`src/rtl/fetch_pkg.sv`:
```
// Shared types and constants for the instruction fetch front end.
package fetch_pkg;

    localparam int          INSTR_W      = 32;
    localparam logic [31:0] RESET_PC_DEF = 32'h0000_0000;
    localparam logic [31:0] PC_INC       = 32'd4;

    typedef struct packed {
        logic [31:0]        pc;
        logic [INSTR_W-1:0] instr;
    } fetch_entry_t;

endpackage

```
`src/rtl/fetch_fifo.sv`:
```
// DEPTH-entry synchronous FIFO of fetched {pc, instr} pairs.
// Wrap-around pointers (DEPTH is a power of two) plus an occupancy counter.
// Flush drops every entry but leaves the storage contents alone.
module fetch_fifo
    import fetch_pkg::*;
#(
    parameter int DEPTH = 2
) (
    input  logic                   clk_i,
    input  logic                   rst_i,
    input  logic                   push_i,
    input  logic                   pop_i,
    input  logic                   flush_i,
    input  fetch_entry_t           wdata_i,
    output fetch_entry_t           rdata_o,
    output logic [$clog2(DEPTH):0] count_o
);

    localparam int AW = $clog2(DEPTH);
    localparam int CW = AW + 1;

    fetch_entry_t   mem_q [DEPTH];
    logic [AW-1:0]  wr_ptr_q, rd_ptr_q;
    logic [CW-1:0]  cnt_q, cnt_d;

    // Occupancy update: +1 on push, -1 on pop, both cancel out.
    always_comb begin
        cnt_d = cnt_q;
        if (flush_i)
            cnt_d = '0;
        else
            cnt_d = cnt_q + CW'(push_i) - CW'(pop_i);
    end

    // Storage, pointers and counter; reset clears everything.
    always_ff @(posedge clk_i or negedge rst_i) begin
        if (!rst_i) begin
            for (int i = 0; i < DEPTH; i++) mem_q[i] <= '0;
            wr_ptr_q <= '0;
            rd_ptr_q <= '0;
            cnt_q    <= '0;
        end else begin
            cnt_q <= cnt_d;
            if (flush_i) begin
                wr_ptr_q <= '0;
                rd_ptr_q <= '0;
            end else begin
                if (push_i) begin
                    mem_q[wr_ptr_q] <= wdata_i;
                    wr_ptr_q        <= wr_ptr_q + AW'(1);
                end
                if (pop_i)
                    rd_ptr_q <= rd_ptr_q + AW'(1);
            end
        end
    end

    assign rdata_o = mem_q[rd_ptr_q];
    assign count_o = cnt_q;

endmodule

```
`src/rtl/fetch_unit.sv`:
```
// Instruction fetch front end: PC register, combinational imem interface,
// fetch queue towards decode and redirect handling.
module fetch_unit
    import fetch_pkg::*;
#(
    parameter logic [31:0] RESET_PC = RESET_PC_DEF,
    parameter int          DEPTH    = 2
) (
    input  logic                   clk_i,
    input  logic                   rst_i,
    input  logic                   start_i,
    output logic [31:0]            imem_addr_o,
    input  logic [31:0]            imem_instr_i,
    input  logic                   redirect_i,
    input  logic [31:0]            redirect_pc_i,
    output logic                   inst_valid_o,
    output logic [31:0]            inst_o,
    output logic [31:0]            inst_pc_o,
    input  logic                   inst_ready_i,
    output logic [$clog2(DEPTH):0] count_o
);

    localparam int CW = $clog2(DEPTH) + 1;

    logic [31:0]   pc_q, pc_d;
    logic [CW-1:0] count;
    logic          push, pop, has_head;
    fetch_entry_t  wr_entry, head;

    assign has_head     = (count != '0);
    // Redirect masks the head combinationally so decode never sees a stale entry.
    assign inst_valid_o = has_head & ~redirect_i;
    assign pop          = inst_valid_o & inst_ready_i;
    // A full queue still accepts a push when the head leaves in the same cycle.
    assign push         = start_i & ~redirect_i & ((count < CW'(DEPTH)) | pop);

    assign wr_entry.pc    = pc_q;
    assign wr_entry.instr = imem_instr_i;

    // Next PC: redirect target (word aligned) beats sequential advance.
    always_comb begin
        pc_d = pc_q;
        if (redirect_i)
            pc_d = redirect_pc_i & ~32'h3;
        else if (push)
            pc_d = pc_q + PC_INC;
    end

    // PC register.
    always_ff @(posedge clk_i or negedge rst_i) begin
        if (!rst_i)
            pc_q <= RESET_PC;
        else
            pc_q <= pc_d;
    end

    fetch_fifo #(.DEPTH(DEPTH)) u_fifo (
        .clk_i   (clk_i),
        .rst_i   (rst_i),
        .push_i  (push),
        .pop_i   (pop),
        .flush_i (redirect_i),
        .wdata_i (wr_entry),
        .rdata_o (head),
        .count_o (count)
    );

    assign imem_addr_o = pc_q;
    assign inst_o      = head.instr;
    assign inst_pc_o   = head.pc;
    assign count_o     = count;

endmodule

```
`config.mk`:
```
export PLATFORM = sky130hd
export DESIGN_NAME = fetch_unit
export DESIGN_NICKNAME = d
export VERILOG_FILES = /design/src/rtl/fetch_pkg.sv /design/src/rtl/fetch_fifo.sv /design/src/rtl/fetch_unit.sv
export SDC_FILE = /design/constraint.sdc
export NUM_CORES = 1
export LEC_CHECK = 0
export CORE_MARGIN = 5
export CORE_UTILIZATION = 40
export CTS_BUF_LIST = sky130_fd_sc_hd__clkbuf_8 sky130_fd_sc_hd__clkbuf_16
export CTS_CLUSTER_DIAMETER = 100
export DETAILED_ROUTE_END_ITERATION = 8
export PLACE_DENSITY = 0.73
export SYNTH_ARGS = -nofsm -noshare
export SYNTH_HDL_FRONTEND = slang
export SYNTH_SLANG_ARGS = --single-unit
```
`constraint.sdc`:
```
create_clock -name clk_i -period 5.86 [get_ports clk_i]
set_input_delay 1.172 -clock clk_i [delete_from_list [all_inputs] [get_ports clk_i]]
set_output_delay 1.172 -clock clk_i [all_outputs]
set_load 0.01 [all_outputs]
```
Yosys cells after proc, flatten, opt, wreduce, memory -nomap -nowiden
Cells that the tools add are included.
{ "op_classes": {"add_sub_neg": 5, "n_lt_le_gt_ge": 4, "muxes": 13, "bitwise_logic": 8, "reduce_logical": 5} }
{ "ops": {"columns": ["op", "count"], "rows": [
  ["$mux 64", 4],
  ["$bwmux 128", 1],
  ["$demux 64 s1", 1],
  ["$mux 32", 2],
  ["$add 32x3->32 const B", 1],
  ["$reduce_bool 2->1", 3],
  ["$and 1x1->1", 4],
  ["$ge 2x2->1 const B", 2],
  ["$mux 1", 4],
  ["$not 1->2", 2],
  ["$add 1x1->1 const B", 2],
  ["$add 2x1->2", 1],
  ["$lt 2x1->1 const B", 1],
  ["$lt 2x2->1 const B", 1],
  ["$mux 2", 1],
  ["$reduce_and 2->1", 1],
  ["$sub 2x1->2", 1],
  ["$logic_and 1x1->1", 1],
  ["$not 1->1", 1],
  ["$or 1x1->1", 1]
]} }
{ "word_totals": {"regBits": 164, "in_bits": 69, "output_inout_bits": 99, "word_cells": 43} }

Longest topological paths before layout
{ "depth": {"ltp_word": 8, "depth_mapped": 9, "depth_no_buf": 8} }

Hierarchy
A second synthesis with hierarchy kept.
{ "hier_totals": {"cells_unflattened": 558, "area_unflattened_um2": 7940.1} }
{ "modules_own_cells": {"columns": ["module", "instances", "cells_per_inst", "area_each_um2", "seq_area_each_um2"], "rows": [
  ["fetch_fifo", 1, 358, 6138.4, 3303.2],
  ["fetch_unit", 1, 200, 1801.7, 750.7]
]} }

Least setup slack after synthesis
No wires, ideal clock.
{ "synth_timing": {"kind": "in2out", "start": "input redirect_i", "end": "output inst_valid_o", "t_arrival_ps": 1746, "setup_slack_ps": 2942, "stages": 3, "n_path_buf": 2, "path_cell_list": "clkbuf_1 > clkbuf_1 > nor2_1"} }
{ "synth_via": {"elab_chain_len": 2} }
{ "synth_rtl": {"columns": ["item", "line_no", "text"], "rows": [
  ["start: declaration", "fetch_unit.sv:14", "input logic redirect_i,"],
  ["$not 1->1 (no line)", null, null],
  ["$and 1x1->1", "fetch_unit.sv:32", "assign inst_valid_o = has_head & ~redirect_i;"],
  ["end: declaration", "fetch_unit.sv:16", "output logic inst_valid_o,"]
]} }
Every way passes these cells.

Final worst setup path
{ "layout_timing": {"start": "register u_fifo.rd_ptr_q", "end": "output inst_o[16]"} }
{ "layout_via": {"elab_chain_len": 4} }
{ "layout_rtl": {"columns": ["item", "line_no", "text"], "rows": [
  ["start: declaration", "fetch_fifo.sv:23", "logic [AW-1:0] wr_ptr_q, rd_ptr_q;"],
  ["start signal: assignment", "fetch_fifo.sv:53", "rd_ptr_q <= rd_ptr_q + AW'(1);"],
  ["$not 1->2 (implied by the code)", "fetch_fifo.sv:58", "assign rdata_o = mem_q[rd_ptr_q];"],
  ["$mux 64 (implied by the code) (3 in series)", "fetch_fifo.sv:58", null],
  ["end: declaration", "fetch_unit.sv:17", "output logic [31:0] inst_o,"]
]} }
Every way passes these cells. The select of a mux whose other input is x is not followed.

==> flow_summary.rst <==
.. list-table::
   :header-rows: 1

   * - Metric
     - Value
   * - Outcome
     - finished clean
   * - Leakage power of the design
     - around 0.0040 µW
   * - Clock Sinks
     - approximately 160
   * - Crit share post-route
     - 69.75%
   * - Internal reg-to-reg setup slack
     - 3.16 ns
   * - Cell area reported after detailed placement
     - about 9300 µm²
   * - Max Transition Viols Final
     - 0
   * - Detailed Routing Iterations Pass 1
     - 5
   * - Hold Fails Final Rpt
     - 0
   * - Post-layout instance area
     - approximately 10000 µm²
   * - Main combinational cell family by area after synthesis
     - multiplexers
   * - # diodes
     - 0
   * - Required time at the endpoint of the critical path
     - 4.69 ns
   * - Post-Route WL
     - roughly 19 mm
   * - Sequential cell fraction of total power
     - between 40% and 50%
   * - Final routed wire length divided by cell count
     - 19.16 µm
   * - Number of standard-cell rows in the floorplan
     - 50
   * - First-pass GRT wire length
     - 31.16 mm
   * - Largest net degree at the start of global routing
     - between 60 and 70
   * - Antenna violations before repair
     - 1
   * - Switching power
     - 1158 µW
   * - Pin slew with the least headroom to its limit
     - around 1.2 ns
   * - Worst reg2reg path startpoint
     - imem_addr_o[8]$_DFFE_PN0P_
   * - Overflow after GRT
     - 0
   * - Clock tree from TritonCTS
     - built
   * - Number of buffers added for setup after CTS
     - 0
   * - Crit-path max FO
     - 44
   * - Synthesized cell area
     - between 7000 and 8000 µm²
   * - Most common flop cell mapped by yosys
     - sky130_fd_sc_hd__dfrtp_1
   * - Compound-cell area share of the yosys netlist
     - 4.785%
   * - Proportion of synthesized flip-flops having asynchronous set or reset
     - between 90% and 100%
   * - Chain of cells forming the critical path
     - buf_4 -> mux2_2 -> clkdlybuf4s50_1
   * - Clock period minus worst slack
     - 4.087 ns
   * - Cell at the root of the clock tree
     - sky130_fd_sc_hd__clkbuf_16
   * - Setup clock skew after layout
     - around 0.014 ns
   * - Total global routing track utilization
     - between 10% and 20%
   * - Top cell family by delay on the critical path
     - flip-flops
   * - Ratio of cells with drive above 1 in the final layout
     - 30.45%
   * - Drt drc
     - 0
   * - Slowest-stage cell, CP
     - sky130_fd_sc_hd__dfrtp_2
   * - Clock network power share
     - ~28%
   * - Number of register bits inferred by synthesis
     - 158
   * - H-tree level count
     - 4
   * - Max Cap Violations
     - 0
   * - Total I/O pin count
     - ~170
   * - Simple logic cell fraction of the synthesized area
     - between 10% and 20%
   * - Final-report setup violation count
     - 0
   * - Areal power density over the cells
     - 408.1 nW/µm²
   * - Number of flops mapped to enable cells by yosys
     - 0
   * - Half-perimeter wire length of the detailed placement result
     - about 13 mm
   * - Post-CTS Hold Fix Bufs
     - 0
   * - Synthesized instance count
     - around 600
   * - Die Outline Area
     - ~22000 µm²
   * - R2R Path End
     - imem_addr_o[14]$_DFFE_PN0P_
   * - Path type of the worst min-delay path
     - flop to flop
   * - Per-cell via count in the routed design
     - about 5.5
   * - Core Footprint
     - approximately 19000 µm²
   * - Peak ir drop on the vdd network
     - around 0.22 mV
   * - Total Nets Final
     - roughly 820
   * - Switching share of total power
     - 28.55%
   * - Count of antenna-violating nets left after detailed routing
     - 0
   * - Width of the die
     - 147.5 µm
   * - Number of buffers inserted during clock tree synthesis
     - 17
   * - Synth Area per Inst
     - about 13 µm²
   * - Data arrival time at the worst-slack endpoint
     - approximately 2.9 ns
   * - Detailed-route via count
     - between 5000 and 6000
   * - Setup repair after global routing missed its margin
     - false
   * - Quantity of gates resized following cts
     - 0
   * - Yosys warning count
     - 0
   * - Via count of the first global-routing pass
     - 5935
   * - Layout overhead on the synthesized area
     - 31.51%
   * - Worst-case clock buffer depth
     - 2
   * - Fraction of the yosys area taken by sequential cells
     - a little over half
   * - Final estimated routing congestion in global placement
     - roughly 0.77
   * - Initial core utilization
     - 40.54%
   * - Insertion delay of the later-clocked pin in the worst-skew pair
     - approximately 0.42 ns
   * - Post-Synth XOR/XNOR Area
     - between 1 and 1.5%
   * - Worst Hold End
     - u_fifo.mem_q[54]$_DFFE_PN0P_
   * - Hold depth
     - 1
   * - Share of power burned in combinational logic
     - a little under a third
   * - Internal Power
     - around 2900 µW
   * - Largest stage delay on the critical path
     - 1.13 ns
   * - Post-synthesis adder-cell area fraction
     - less than 1%
   * - Port bufs
     - ~160
   * - Violation count after the first detailed-routing iteration
     - around 320
   * - Setup total negative slack
     - 0 ns
   * - Crit path capture type
     - output port
   * - Height of the chip
     - around 150 µm
   * - Worst path bufs/invs
     - 2
   * - Worst hold path startpoint
     - u_fifo.mem_q[54]$_DFFE_PN0P_
   * - Critical Path Start Type
     - flop
   * - Mux share of post-synthesis cell area
     - 27.98%
   * - Number of unique standard cell types used by synthesis
     - 46
   * - Max Freq
     - 0.2447 GHz
   * - Tightest slew margin relative to the limit
     - between 20 and 25%
   * - Critical setup path kind
     - flop to output port
   * - Worst reg2reg path depth
     - 4
   * - Clock transition at the register clock pins on the worst setup and hold paths after CTS
     - approximately 0.070 ns
Yosys cell counts, types with 2 or more instances:
cell / count / area, µm²
sky130_fd_sc_hd__dfrtp_1: 158 / 3954
sky130_fd_sc_hd__nand3_1: 20 / 100.1
sky130_fd_sc_hd__buf_2: 9 / 45.04
sky130_fd_sc_hd__a22oi_1: 3 / 22.52
sky130_fd_sc_hd__nor3_1: 9 / 45.04
sky130_fd_sc_hd__a31oi_1: 6 / 37.54
sky130_fd_sc_hd__and4_1: 3 / 26.28
sky130_fd_sc_hd__o31ai_1: 10 / 75.07
sky130_fd_sc_hd__xnor2_1: 4 / 35.03
sky130_fd_sc_hd__nand4_1: 19 / 118.9
sky130_fd_sc_hd__mux2i_1: 2 / 20.02
sky130_fd_sc_hd__buf_4: 4 / 30.03
sky130_fd_sc_hd__o31a_1: 3 / 26.28
sky130_fd_sc_hd__nor2_1: 20 / 75.07
sky130_fd_sc_hd__a211o_1: 2 / 17.52
sky130_fd_sc_hd__o311ai_0: 3 / 26.28
sky130_fd_sc_hd__nor2b_1: 8 / 50.05
sky130_fd_sc_hd__ha_1: 3 / 37.54
sky130_fd_sc_hd__buf_1: 4 / 15.01
sky130_fd_sc_hd__nand2b_1: 2 / 12.51
sky130_fd_sc_hd__o21ai_0: 8 / 40.04
sky130_fd_sc_hd__nand2_1: 29 / 108.9
sky130_fd_sc_hd__mux2_2: 186 / 2095
sky130_fd_sc_hd__clkbuf_1: 26 / 97.59
sky130_fd_sc_hd__nor3b_1: 2 / 15.01
sky130_fd_sc_hd__and2_1: 3 / 18.77
sky130_fd_sc_hd__nor4b_1: 3 / 26.28
sky130_fd_sc_hd__inv_1: 10 / 37.54
sky130_fd_sc_hd__o311a_1: 2 / 20.02
sky130_fd_sc_hd__and3_1: 6 / 37.54
sky130_fd_sc_hd__a311o_1: 4 / 40.04
sky130_fd_sc_hd__or4_1: 6 / 45.04
sky130_fd_sc_hd__xor2_1: 5 / 43.79
sky130_fd_sc_hd__a21oi_1: 6 / 30.03
sky130_fd_sc_hd__nor4_1: 3 / 18.77
sky130_fd_sc_hd__nor4_2: 2 / 25.02
sequential cells by signal, summed over array words and instances, names as in the netlist:
| register | count |
|---|---|
| imem_addr_o | 30 |
| u_fifo.count_o | 2 |
| u_fifo.rd_ptr_q | 1 |
| u_fifo.mem_q | 124 |
| u_fifo.wr_ptr_q | 1 |
stage by stage:
step                      util (%)  instances  power, µW  hold slack, ns  setup slack, ns
after CTS                    53.31        996       4112          0.5018            1.717
final                        53.31        996       4056          0.4993            1.773
after floorplan                  -        606       2332          0.4737            2.942
after global placement       50.11        964       2902          0.4811            2.227
after global routing         53.31        996       4282          0.5167            1.657
after detailed placement     50.11        964       2971          0.4874            2.168
placed cells by master, fill, tap and decap left out, drive strengths merged, types with 3 or more instances in the layout:
| cell type | Yosys | routed |
|---|---|---|
| nor4 | 5 | 5 |
| nor2 | 20 | 20 |
| mux2 | 186 | 186 |
| clkdlybuf4s50 | 0 | 159 |
| and4 | 3 | 3 |
| o21ai | 8 | 8 |
| nand2 | 29 | 29 |
| conb | 1 | 4 |
| nor2b | 8 | 8 |
| ha | 3 | 3 |
| nand3 | 20 | 20 |
| nor4b | 3 | 3 |
| buf | 17 | 8 |
| inv | 10 | 17 |
| o311ai | 3 | 3 |
| a22oi | 3 | 3 |
| o31a | 3 | 3 |
| a311o | 4 | 4 |
| a31oi | 6 | 6 |
| xor2 | 5 | 5 |
| and3 | 6 | 6 |
| nor3 | 10 | 10 |
| o31ai | 10 | 10 |
| dfrtp | 158 | 158 |
| nand4 | 20 | 20 |
| xnor2 | 4 | 4 |
| a21oi | 6 | 6 |
| clkinv | 1 | 5 |
| and2 | 3 | 3 |
| or4 | 6 | 6 |
| clkbuf | 26 | 18 |
cell type report:
cell class / count / area, µm²
inverters: 11 / 41.29
fillers: 1595 / 8705
multi-input cells: 394 / 3400
clock inverters: 14 / 157.7
clock buffers: 18 / 439.2
flip-flops and latches: 158 / 3955
repair buffers: 167 / 1653
well taps: 234 / 292.8
kinds of logic (layout without fill, tap and decap cells):
family	after synthesis	after routing
buffers and inverters	54	210
and+or+nand+nor	140	140
AOI/OAI and AO/OA	50	50
muxes	188	188
DFF	158	158
xor gates and xnor gates	9	9
other	1	4
adders and majority gates	3	3
power by group through the flow:
stage | clock, µW | sequential (µW) | combinational, µW
2_1_floorplan | 0 | 1600 | 735
3_3_place_gp | 0 | 1650 | 1250
3_5_place_dp | 0 | 1690 | 1290
4_1_cts | 1150 | 1670 | 1290
5_1_grt | 1200 | 1710 | 1370
6_report | 1120 | 1660 | 1270
layer usage:
metal | share of wire [%] | track usage, % | vias to the layer above
met5 | 0.068 | 0 | -
met3 | 6.0 | 4.506 | 18
met4 | 1.2 | 5.638 | 2
met1 | 43 | 23.14 | 2742
li1 | - | - | 2494
met2 | 49 | 29.75 | 183
worst max path at each step:
stage	cells past startpoint	end	start	slack [ns]
after floorplan	3	inst_valid_o	redirect_i	2.94
after global placement	3	inst_o[16]	u_fifo.rd_ptr_q$_DFFE_PN0P_	2.23
after detailed placement	5	u_fifo.mem_q[60]$_DFFE_PN0P_	start_i	2.17
after CTS	3	inst_o[16]	u_fifo.rd_ptr_q$_DFFE_PN0P_	1.72
after global routing	3	inst_o[16]	u_fifo.rd_ptr_q$_DFFE_PN0P_	1.66
final	3	inst_o[16]	u_fifo.rd_ptr_q$_DFFE_PN0P_	1.77
Power figures use the tool's default switching activity.
